**src/rtl/dmem_pkg.sv**
```systemverilog
// Shared types and constants for the data-memory access controller.
// Optional address checking is enabled with DMEM_ADDR_CHECK_EN.
package dmem_pkg;

    localparam int DATA_W_DEF    = 16;
    localparam int ADDR_W_DEF    = 16;
    localparam int RAM_WORDS_DEF = 128;

    localparam logic [15:0] IO_DISP_ADDR = 16'hFFFA;
    localparam logic [15:0] IO_SW_ADDR   = 16'hFFF0;

    typedef enum logic [1:0] {
        IDLE    = 2'd0,
        ISSUE   = 2'd1,
        CAPTURE = 2'd2,
        RESP    = 2'd3
    } dmem_state_e;

endpackage

```
**src/rtl/dmem_addr_decode.sv**
```systemverilog
// Combinational memory-map decode for the access controller.
// Used only when DMEM_ADDR_CHECK_EN is defined.
module dmem_addr_decode
    import dmem_pkg::*;
#(
    parameter int ADDR_W    = ADDR_W_DEF,
    parameter int RAM_WORDS = RAM_WORDS_DEF
) (
    input  logic [ADDR_W-1:0] addr,
    input  logic              write,
    output logic              is_ram,
    output logic              is_disp,
    output logic              is_sw,
    output logic              illegal
);

    assign is_ram  = (addr < ADDR_W'(RAM_WORDS));
    assign is_disp = (addr == ADDR_W'(IO_DISP_ADDR));
    assign is_sw   = (addr == ADDR_W'(IO_SW_ADDR));

    // Display is write-only, switches are read-only.
    assign illegal = !(is_ram || is_disp || is_sw)
                   || (is_sw && write)
                   || (is_disp && !write);

endmodule

```
**src/rtl/dmem_access_ctrl.sv**
```systemverilog
// Single-outstanding load/store sequencer in front of DMemory_IO.
// Define DMEM_ADDR_CHECK_EN to reject accesses outside the memory map.
module dmem_access_ctrl
    import dmem_pkg::*;
#(
    parameter int DATA_W = DATA_W_DEF,
    parameter int ADDR_W = ADDR_W_DEF
) (
    input  logic              clock,
    input  logic              reset,
    input  logic              req_valid,
    output logic              req_ready,
    input  logic              req_write,
    input  logic [ADDR_W-1:0] req_addr,
    input  logic [DATA_W-1:0] req_wdata,
    output logic              rsp_valid,
    input  logic              rsp_ready,
    output logic [DATA_W-1:0] rsp_rdata,
    output logic              rsp_err,
    output logic [ADDR_W-1:0] dm_addr,
    output logic [DATA_W-1:0] dm_wdata,
    output logic              dm_write,
    output logic              dm_read,
    input  logic [DATA_W-1:0] dm_rdata,
    output logic              busy,
    output dmem_state_e       state_dbg
);

    // Handshakes: a request transfers on a rising edge where req_valid && req_ready;
    // a response transfers on a rising edge where rsp_valid && rsp_ready. Payloads
    // are held stable while valid is high and not yet taken.

    dmem_state_e state;
    logic        wr_q;
    logic        reject;

`ifdef DMEM_ADDR_CHECK_EN
    logic dec_is_ram;
    logic dec_is_disp;
    logic dec_is_sw;

    dmem_addr_decode #(
        .ADDR_W    (ADDR_W),
        .RAM_WORDS (RAM_WORDS_DEF)
    ) u_decode (
        .addr    (req_addr),
        .write   (req_write),
        .is_ram  (dec_is_ram),
        .is_disp (dec_is_disp),
        .is_sw   (dec_is_sw),
        .illegal (reject)
    );
`else
    assign reject = 1'b0;
`endif

    assign req_ready = (state == IDLE);
    assign busy      = (state != IDLE);
    assign state_dbg = state;

    always_ff @(posedge clock) begin
        if (reset) begin
            state     <= IDLE;
            wr_q      <= 1'b0;
            rsp_valid <= 1'b0;
            rsp_err   <= 1'b0;
            rsp_rdata <= '0;
            dm_addr   <= '0;
            dm_wdata  <= '0;
            dm_write  <= 1'b0;
            dm_read   <= 1'b0;
        end else begin
            case (state)
                IDLE: begin
                    if (req_valid) begin
                        dm_addr   <= req_addr;
                        dm_wdata  <= req_wdata;
                        wr_q      <= req_write;
                        rsp_rdata <= '0;
                        rsp_err   <= reject;
                        if (reject) begin
                            rsp_valid <= 1'b1;
                            state     <= RESP;
                        end else begin
                            dm_write <= req_write;
                            dm_read  <= !req_write;
                            state    <= ISSUE;
                        end
                    end
                end
                ISSUE: begin
                    dm_write <= 1'b0;
                    if (wr_q) begin
                        rsp_valid <= 1'b1;
                        state     <= RESP;
                    end else begin
                        state <= CAPTURE;
                    end
                end
                CAPTURE: begin
                    // Read strobe spans ISSUE and CAPTURE; data is taken at the end of CAPTURE.
                    dm_read   <= 1'b0;
                    rsp_rdata <= dm_rdata;
                    rsp_valid <= 1'b1;
                    state     <= RESP;
                end
                RESP: begin
                    if (rsp_ready) begin
                        rsp_valid <= 1'b0;
                        state     <= IDLE;
                    end
                end
                default: state <= IDLE;
            endcase
        end
    end

endmodule

```
**config.mk**
```make
export PLATFORM = sky130hd
export DESIGN_NAME = dmem_access_ctrl
export DESIGN_NICKNAME = d
export VERILOG_FILES = /design/src/rtl/dmem_pkg.sv /design/src/rtl/dmem_addr_decode.sv /design/src/rtl/dmem_access_ctrl.sv
export SDC_FILE = /design/constraint.sdc
export NUM_CORES = 1
export LEC_CHECK = 0
export ABC_AREA = 1
export CAP_MARGIN = 30
export CORE_UTILIZATION = 43
export DETAILED_ROUTE_END_ITERATION = 8
export PLACE_DENSITY = 0.9
export SLEW_MARGIN = 30
export SYNTH_ARGS = -nofsm -noshare
export SYNTH_HDL_FRONTEND = slang
export SYNTH_SLANG_ARGS = --single-unit
```
**constraint.sdc**
```tcl
create_clock -name clock -period 4.1 [get_ports clock]
set_clock_uncertainty 0.2 [all_clocks]
set_input_delay 0.615 -clock clock [delete_from_list [all_inputs] [get_ports clock]]
set_output_delay 0.615 -clock clock [all_outputs]
set_load 0.005 [all_outputs]
```
# ---- Word-level counts from Yosys, hierarchy flattened
# Cells that the tools add are included.
# W data, S select, Z words.
dict set report totals {
  elab_cells 38
  in_bits 53
  out_inout_bits 56
  reg_bits 54
}
dict set report classes {
  n_mux 13
  bitwise_logic 1
  reduce_logical 10
  n_eq_ne 6
}
# cell n
set ops {}
lappend ops {{$pmux W16 S2} 1}
lappend ops {{$mux W16} 1}
lappend ops {{$pmux W2 S4} 1}
lappend ops {{$reduce_and A2 Y1} 4}
lappend ops {{$ne A2 B2 Y1 const B} 3}
lappend ops {{$reduce_bool A2 Y1} 3}
lappend ops {{$mux W1} 5}
lappend ops {{$eq A2 B2 Y1 const B} 2}
lappend ops {{$mux W2} 2}
lappend ops {{$pmux W1 S2} 2}
lappend ops {{$pmux W1 S3} 1}
lappend ops {{$reduce_and A3 Y1} 1}
lappend ops {{$eq A2 B1 Y1 const B} 1}
lappend ops {{$logic_not A2 Y1} 1}
lappend ops {{$logic_not A1 Y1} 1}
lappend ops {{$not A1 Y1} 1}

# ---- Logic depth before layout (Yosys ltp)
dict set report logic_depth {
  word_depth 3
  depth_mapped 7
  depth_no_buf 6
}

# ---- Worst setup path after synthesis
# Ideal clock, no wire load.
dict set report synth_path {
  path_type {register -> output}
  from {register state[0] (netlist: state_dbg[0])}
  to {output port busy}
  stages_incl_launch_ff 4
  n_path_buf 0
  path_slack_ps 2384
  required_time_ps 3285
  t_arrival_ps 901
  cell_sequence {dfxtp_1 inv_1 ha_1 inv_2}
}
dict set report synth_between {
  elab_chain_len 1
}
# element line
set synth_rtl {}
lappend synth_rtl {{from (decl)} dmem_access_ctrl.sv:33} ;# dmem_state_e state;
lappend synth_rtl {{from (signal assigned)} dmem_access_ctrl.sv:63} ;# state <= IDLE;
lappend synth_rtl {{from (signal assigned)} dmem_access_ctrl.sv:83} ;# state <= RESP;
lappend synth_rtl {{from (signal assigned)} dmem_access_ctrl.sv:87} ;# state <= ISSUE;
lappend synth_rtl {{$reduce_bool A2 Y1} dmem_access_ctrl.sv:58} ;# assign busy = (state != IDLE);
lappend synth_rtl {{to (decl)} dmem_access_ctrl.sv:25} ;# output logic busy,
# Every way passes these cells.

# ---- Worst setup path after layout
# Ends and elaborated chain as after synthesis.

==> impl_metrics.toml <==
[layout]
final_cell_mix = "107 x clkdlybuf4s50_1, 54 x nor2_1, 54 x dfxtp_1, 34 x o21ai_0, 26 x nand2_1"
final-instance-count-excl-fill = 426
seqCellArea_sq_mm = 0.00108
syn_to_final_growth_pct = 54.3
drive_above_1_share_pct = 9.75
final_nets = 415
multi_input_area_sq_um = 908
fillerInstances = 392
diodes = 0
final_common_cell = "clkdlybuf4s50_1"
post-route-util_pct = 69.8

[detailed_routing]
routed_wirelength_mm = 5.52
vias = 2052
vias_per_cell = 4.82
ant_nets = 0
drt_first_pass_iters = 4
drt_iter0_markers = 82
routedWlPerCell_um = 12.9
drc = 0

[sta]
grt_setup_unrepaired = "no"
finalMaxSlewViolations = 0
timing.final.crit_share_pct = 66.3
relSlewSlack_pct = 49.0
whs_ns = 0.288
fmax_ghz = 0.368
setup_viol = 0
hold_viol_final = 0
period_minus_slack_ns = 2.72
tightest_slew_ns = 0.765
setup-tns-final_ns = 0

[clock_network]
cts_inserted_buffers = 5
clkSinkCount = 54
cts.hold.buffers_added = 0
cts.path.max_buffers = 2
clk_pin_slew_worst_paths_ns = 0.09
cts_resized = 0
clockRootBuffer = "clkbuf_8"
cts_tree = "done"
h-tree-depth = 2
postCtsSetupRepairBufs = 0
insertion_delay_ns = 0.30

[logic_synthesis]
synth_nets = 315
yosysWarnings = 0
avgSynthCellArea_sq_um = 8.39
syn-cell-area_sq_mm = 0.00217
yosysSeqAreaShare_pct = 49.9
synth.distinct_cells = 24
syn-instance-count = 258
ys_seq_elements = 54

[pwr]
irDropWorstVdd_mv = 0.380
total_power_w = 0.00202
cellPowerDensity_mw_per_mm2 = 606
p_leak_nw = 1.26

[placement]
portBuffers = 107
gp_congestion = 0.793
hpwl_mm = 3.87
place_inst = 418

[setup_path]
crit_path_max_incr_delay_ns = 0.52
slowest_stage = "clkdlybuf4s50_1"
path_cells = "inv_1, ha_1, inv_2, clkdlybuf4s50_1"
critPathLaunch = "state_dbg[0]"
reg2reg_from = "state_dbg[0]"
reg2reg_depth = 6
critPathTopFamily = "buffers and inverters"
worst-r2r-setup-slack_ns = 2.03
path_class = "reg2out"
cp.buffers_inverters = 3
path_depth = 4
cp-start-kind = "flop"
end_kind = "output port"
reg2reg_to = "wr_q"
setup.worst_path.end = "busy"
critPathMaxFanout = 6
required_ns = 3.28
crit_arrival_ns = 1.90

[global_route]
first_global_vias = 1967
grt_use_total_pct = 21.1
gr-total-overflow = 0
grt_antenna_before_repair = 0
grt_start_max_net_pins = 52
grt_pass1_wl_mm = 8.66

[run_status]
status = "completed"

[run]
cap_viol_max_count = 0

[floorplan]
start_util_pct = 45.3
core-area_sq_mm = 0.00479
ioPinCount = 109
row_count = 25
die_h_um = 73.0
dieWidth_um = 73.0
fp.dieArea_sq_mm = 0.00532

[min_path]
hold_path_class = "reg2reg"
-- flip-flops by register name (all words and copies together), names as in the netlist --
| register | cells |
|---|---|
| dm_read | 1 |
| dm_write | 1 |
| rsp_valid | 1 |
| state_dbg | 2 |
| wr_q | 1 |
| dm_wdata | 16 |
| rsp_rdata | 16 |
| dm_addr | 16 |
-- how the worst min path moves through the flow --
stage / cells past startpoint / to / from
after detailed placement: 2 / dm_addr[0] / dm_addr[0]
final: 2 / dm_wdata[9] / dm_wdata[9]
after CTS: 2 / rsp_rdata[7] / rsp_rdata[7]
after global placement: 2 / rsp_valid / rsp_valid
after floorplan: 2 / wr_q / wr_q
after global routing: 2 / rsp_rdata[12] / rsp_rdata[12]
-- through the flow --
step / setup slack [ns] / area [sq um]
after floorplan: 2.38 / 2170
after global placement: 1.69 / 3200
after detailed placement: 1.61 / 3200
after CTS: 1.38 / 3340
after global routing: 1.31 / 3340
final: 1.38 / 3340
-- routing by layer --
layer / share of wire, % / track usage (%) / vias to the layer above
met2: 50 / 37.6 / 80
met5: 0 / 0 / -
met4: 1.5 / 8.06 / 0
li1: - / - / 1032
met1: 39 / 22.3 / 933
met3: 9.2 / 8.29 / 7
-- where the power goes --
part,internal (W),switching [W],total [W],leakage [nW]
combinational,0.000429,0.000412,0.000841,0.749
sequential,0.000662,0.0000882,0.000751,0.444
clock,0.000260,0.000172,0.000432,0.0714
total,0.00135,0.000672,0.00202,1.26
-- final cells by class --
cell class / count / share of cell area, %
Timing Repair Buffer: 109 / 32.5
Multi-Input combinational cell: 178 / 27.2
Tap cell: 67 / 2.51
Clock inverter: 2 / 1.80
Sequential cell: 54 / 32.3
Clock buffer: 6 / 2.47
Inverter: 10 / 1.20
-- cells in the mapped netlist (all sizes together) --
| cell | n | area share, % |
|---|---|---|
| a21oi | 23 | 5.8 |
| buf | 6 | 3.6 |
| clkbuf | 10 | 2.7 |
| conb | 1 | 0.17 |
| dfxtp | 54 | 50 |
| ha | 4 | 2.3 |
| inv | 10 | 1.8 |
| nand2 | 28 | 5.3 |
| nand3 | 22 | 7.4 |
| nand3b | 1 | 0.35 |
| nor2 | 64 | 12 |
| o211a | 1 | 0.46 |
| o21ai | 34 | 7.9 |
-- cell families (layout without fill, tap and decap cells) --
logic type	after synthesis	in the layout	synth area share [%]
buf+inv	26	127	8.15
simple gates	115	115	25.3
flops	54	54	49.9
compound gates	58	58	14.2
fa+ha+maj	4	4	2.31
other cells	1	1	0.173
-- worst min-delay path: stages, from the launching register on --
cell and delay [ns]:
dfxtp_1 0.33, nor2_1 0.05, nor2_1 0.08
Note: power is estimated with default switching activity, not from simulation.
==> RTL change 1, RTL diff (same flow settings) <==
Put one more register stage on the output `state_dbg`, without a reset. The value now appears one clock later. The other outputs are not delayed to match.
--- a/src/rtl/dmem_access_ctrl.sv
+++ b/src/rtl/dmem_access_ctrl.sv
@@ -58,3 +58,5 @@
     assign busy      = (state != IDLE);
-    assign state_dbg = state;
+    always_ff @(posedge clock) begin
+        state_dbg <= state;
+    end
 
Behaviour: not the same (Yosys sat finds a counterexample within 4 cycles, from zero or initial values and one cycle with reset high).
==> RTL change 1 against the unedited design <==
- combinational power decreased by 0.6%
- final area decreased by 0.30%
- total power decreased by 4.9%
- register-to-register slack improved by 0.05 ns
- utilization decreased by 0.66 points
- worst setup slack improved by 0.054 ns
- sequential cell count increased by 2
- area after synthesis increased by 1.8%
- routed wire length increased by 0.33%
- largest power group unchanged
==> RTL change 1: results (changes against the unedited design) <==
r2r-end: "rsp_rdata[3]"  # was wr_q
route.met2.wl_um: 2890  # was 2760 um
slowest_delay_ns: 0.54  # was 0.52 ns
fillers: 431  # was 392
syn_avg_cell_area_um2: 8.48  # was 8.39 um^2
grt_pass1_wl_um: 8690  # was 8660 um
ys_warn_count: 0  # unchanged
synth_common_cells: "56 x dfxtp_1, 54 x nor2_1, 34 x o21ai_0"  # was 54 x dfxtp_1, 54 x nor2_1, 34 x o21ai_0
hold_path.class: "register to register"  # unchanged
p_switching_uw: 668  # was 672 uW
p_leak_uw: 0.00126  # about the same
outcome: "finished clean"  # unchanged
ys_seq_area_frac: 0.508  # was 0.499
r2r_slack_ns: 2.08  # was 2.03 ns
track_usage: 0.210  # was 0.211
reg2reg_depth: 6  # unchanged
io_buffers: 107  # unchanged
vias_per_cell: 4.84  # was 4.82
hp-start: "state[0]"  # was dm_wdata[9]
place.gp.congestion: 0.831  # was 0.793
finalWirelength_um: 5530  # was 5520 um
cpMaxStageDelayCell: "clkdlybuf4s50_1"  # unchanged
cts_buffers: 5  # unchanged
synth.area.top_cells: "dfxtp_1 51%, nor2_1 9.2%, o21ai_0 7.7%"  # was dfxtp_1 50%, nor2_1 9.4%, o21ai_0 7.9%
fin_nets: 417  # was 415
grt_pass1_vias: 2039  # was 1967
r2r_start: "state[1]"  # was state_dbg[0]
vias: 2071  # was 2052
post-place-ws_ns: 1.64  # was 1.61 ns
met1_length_um: 2220  # was 2160 um
drtIter0Drc: 71  # was 82
clockBufferDepth: 2  # unchanged
drive_gt1_frac: 0.0970  # was 0.0975
max_slew_margin: 0.500  # was 0.490
min_to: "state_dbg[0]"  # was dm_wdata[9]
dr_wl_met3_um: 385  # was 509 um
dpl.hpwl_um: 3970  # was 3870 um
whs_path_depth: 0  # was 2
syn_nets: 317  # was 315
worstPathArrival_ns: 1.85  # was 1.90 ns
firstDrtPassIters: 4  # unchanged
yosysTopAreaCellShare: 0.508  # was 0.499
post_cts_resized: 0  # unchanged
ir_drop_uv: 367  # was 380 uV
## RTL change 1: metrics by stage
| step | hold slack (ns) | power [uW] | instance area (um^2) |
|---|---|---|---|
| after global routing | 0.240 | 2050 | 3330 |
| after detailed placement | 0.203 | 1630 | 3240 |
| after floorplan | 0.183 | 1260 | 2210 |
| final | 0.217 | 1920 | 3330 |
| after global placement | 0.215 | 1600 | 3240 |
| after CTS | 0.217 | 1940 | 3330 |
## RTL change 1: cells by family after synthesis
family,synth area share
AO/OA/AOI/OAI,0.139
AND/OR/NAND/NOR,0.248
flip-flops,0.508
other,0.00170
buffers and inverters,0.0800
adder cells (fa/ha/maj),0.0227
## RTL change 1: power groups by stage
stage	sequential, uW	combinational, uW	clock, uW
2_1_floorplan	795	467	0
3_3_place_gp	785	812	0
3_5_place_dp	792	841	0
4_1_cts	781	846	313
5_1_grt	796	923	333
6_report	780	836	308
## RTL change 1: area by class of cell
class                      count  area share
inverter                      10      0.0120
sequential                    56       0.336
multi-input combinational    178       0.273
clock inverter                 2     0.00300
clock buffer                   6      0.0248
tap                           67      0.0252
timing repair buffer         109       0.326
## RTL change 1: per-layer routing
layer	GRT usage	up-vias
met5	0	-
met4	0.0684	0
met3	0.0617	4
li1	-	1039
met2	0.396	79
met1	0.220	949
## RTL change 1: worst register-to-register path, stage by stage (launching register included)
cell	delay (ns)
dfxtp_1	0.44
inv_1	0.10
ha_1	0.30
nand2_2	0.14
buf_4	0.45
nand3_1	0.16
a21oi_1	0.17
## RTL change 1: how the worst max path moves through the flow
stage	slack [ns]	to	from
after floorplan	2.41	busy	state[0]
after global placement	1.69	wr_q	reset
after detailed placement	1.64	dm_addr[1]	reset
after CTS	1.42	busy	state[1]
after global routing	1.34	busy	state[0]
final	1.44	busy	state[1]
==> RTL change 2, RTL diff (same settings) <==
Without the edit above. The package constant `ADDR_W_DEF` goes from 16 to 17.
--- a/src/rtl/dmem_pkg.sv
+++ b/src/rtl/dmem_pkg.sv
@@ -5,3 +5,3 @@
     localparam int DATA_W_DEF    = 16;
-    localparam int ADDR_W_DEF    = 16;
+    localparam int ADDR_W_DEF    = 17;
     localparam int RAM_WORDS_DEF = 128;
Ports: changed (resized dm_addr and req_addr); port bits go from 109 to 111. No check against the original RTL was run, so the function may have changed too.
==> RTL change 2 against the unedited design <==
- final area is 3.0% lower
- area after synthesis down 3.8%
- utilization rose by 2.2 points
- via count increased by 1.1%
- worst setup slack gained 0.068 ns
- count of clock-buffer cells in the layout down 1
- routed wire length is 3.4% lower
- combinational power shrank 3.4%
- die area decreased by 3.7%
- sequential cell count rose by 1
- total power down 7.7%
- largest cell class is now registers
- highest routed layer unchanged
==> RTL change 2: results (changes against the unedited design) <==
io_buffers: 109  # was 107
min_to: "rsp_valid"  # was dm_wdata[9]
tightest_slew_ns: 0.792  # was 0.765 ns
path_max_fanout: 6  # unchanged
dpl.hpwl_um: 3800  # was 3870 um
placed_cell_area_um2: 3150  # was 3200 um^2
place.gp.congestion: 0.830  # was 0.793
syn_nets: 320  # was 315
fin_nets: 421  # was 415
r2r_slack_ns: 2.13  # was 2.03 ns
synth_common_cells: "66 x nor2_1, 55 x dfxtp_1, 31 x o21ai_0"  # was 54 x dfxtp_1, 54 x nor2_1, 34 x o21ai_0
reg2reg_depth: 5  # was 6
hp-start: "rsp_valid"  # was dm_wdata[9]
grt_pass1_wl_um: 8270  # was 8660 um
worstPathArrival_ns: 1.83  # was 1.90 ns
p_switching_uw: 644  # was 672 uW
drive_gt1_frac: 0.0412  # was 0.0975
synth.area.top_cells: "dfxtp_1 53%, nor2_1 12%, o21ai_0 7.4%"  # was dfxtp_1 50%, nor2_1 9.4%, o21ai_0 7.9%
top_regs: "dm_addr: 17 flops, dm_wdata: 16 flops, rsp_rdata: 16 flops"  # was dm_addr: 16 flops, dm_wdata: 16 flops, rsp_rdata: 16 flops
r2r-end: "dm_write"  # was wr_q
track_usage: 0.203  # was 0.211
wl_per_cell_um: 12.8  # was 12.9 um
drtIter0Drc: 102  # was 82
p_leak_uw: 0.00125  # was 0.00126 uW
ys_seq_area_frac: 0.529  # was 0.499
grt_pass1_vias: 1918  # was 1967
synth_cell_types: 22  # was 24
ir_drop_uv: 328  # was 380 uV
outcome: "finished clean"  # unchanged
==> RTL change 2: cell families (layout without fill, tap and decap cells) <==
family	Yosys count	in the layout	synth area share
other cells	1	1	0.00180
flops	55	55	0.529
compound gates	59	59	0.150
simple gates	117	117	0.231
buf+inv	26	128	0.0655
fa+ha+maj	4	4	0.0240
==> RTL change 2: power by group through the flow <==
stage	combinational, uW	sequential (uW)	clock, uW
after floorplan	413	772	0
after global placement	796	760	0
after detailed placement	817	766	0
after CTS	819	754	312
after global routing	897	771	334
final	812	754	301
==> RTL change 2: layout make-up <==
cell class              count  area, um^2
multi-input cells         181         846
fillers                   360        1260
clock inverters             3        25.0
flip-flops and latches     55        1100
repair buffers            110        1100
clock buffers               5        68.8
well taps                  52        65.1
inverters                  10        38.8
==> RTL change 2: worst max-delay path, stage by stage (launching register included) <==
cell and delay (ns):
dfxtp_1 0.42, inv_1 0.11, ha_1 0.31, inv_2 0.16, clkdlybuf4s50_1 0.54
==> RTL change 2: metal layers <==
metal  vias to the layer above  share of wire  global-route usage
met2                        88           0.48               0.378
met3                         7          0.083              0.0506
li1                       1049              -                   -
met4                         0          0.015              0.0632
met1                       931           0.42               0.227
met5                         -              0                   0
==> RTL change 2: metrics by stage <==
stage          setup slack [ns]  hold WS (ns)  utilization  cells  power, uW
2_1_floorplan              2.38         0.243            -    262       1190
3_3_place_gp               1.25         0.251        0.699    408       1560
3_5_place_dp               1.22         0.266        0.699    408       1580
4_1_cts                    1.43         0.281        0.720    416       1890
5_1_grt                    1.33         0.310        0.720    416       2000
6_report                   1.45         0.279        0.720    416       1870
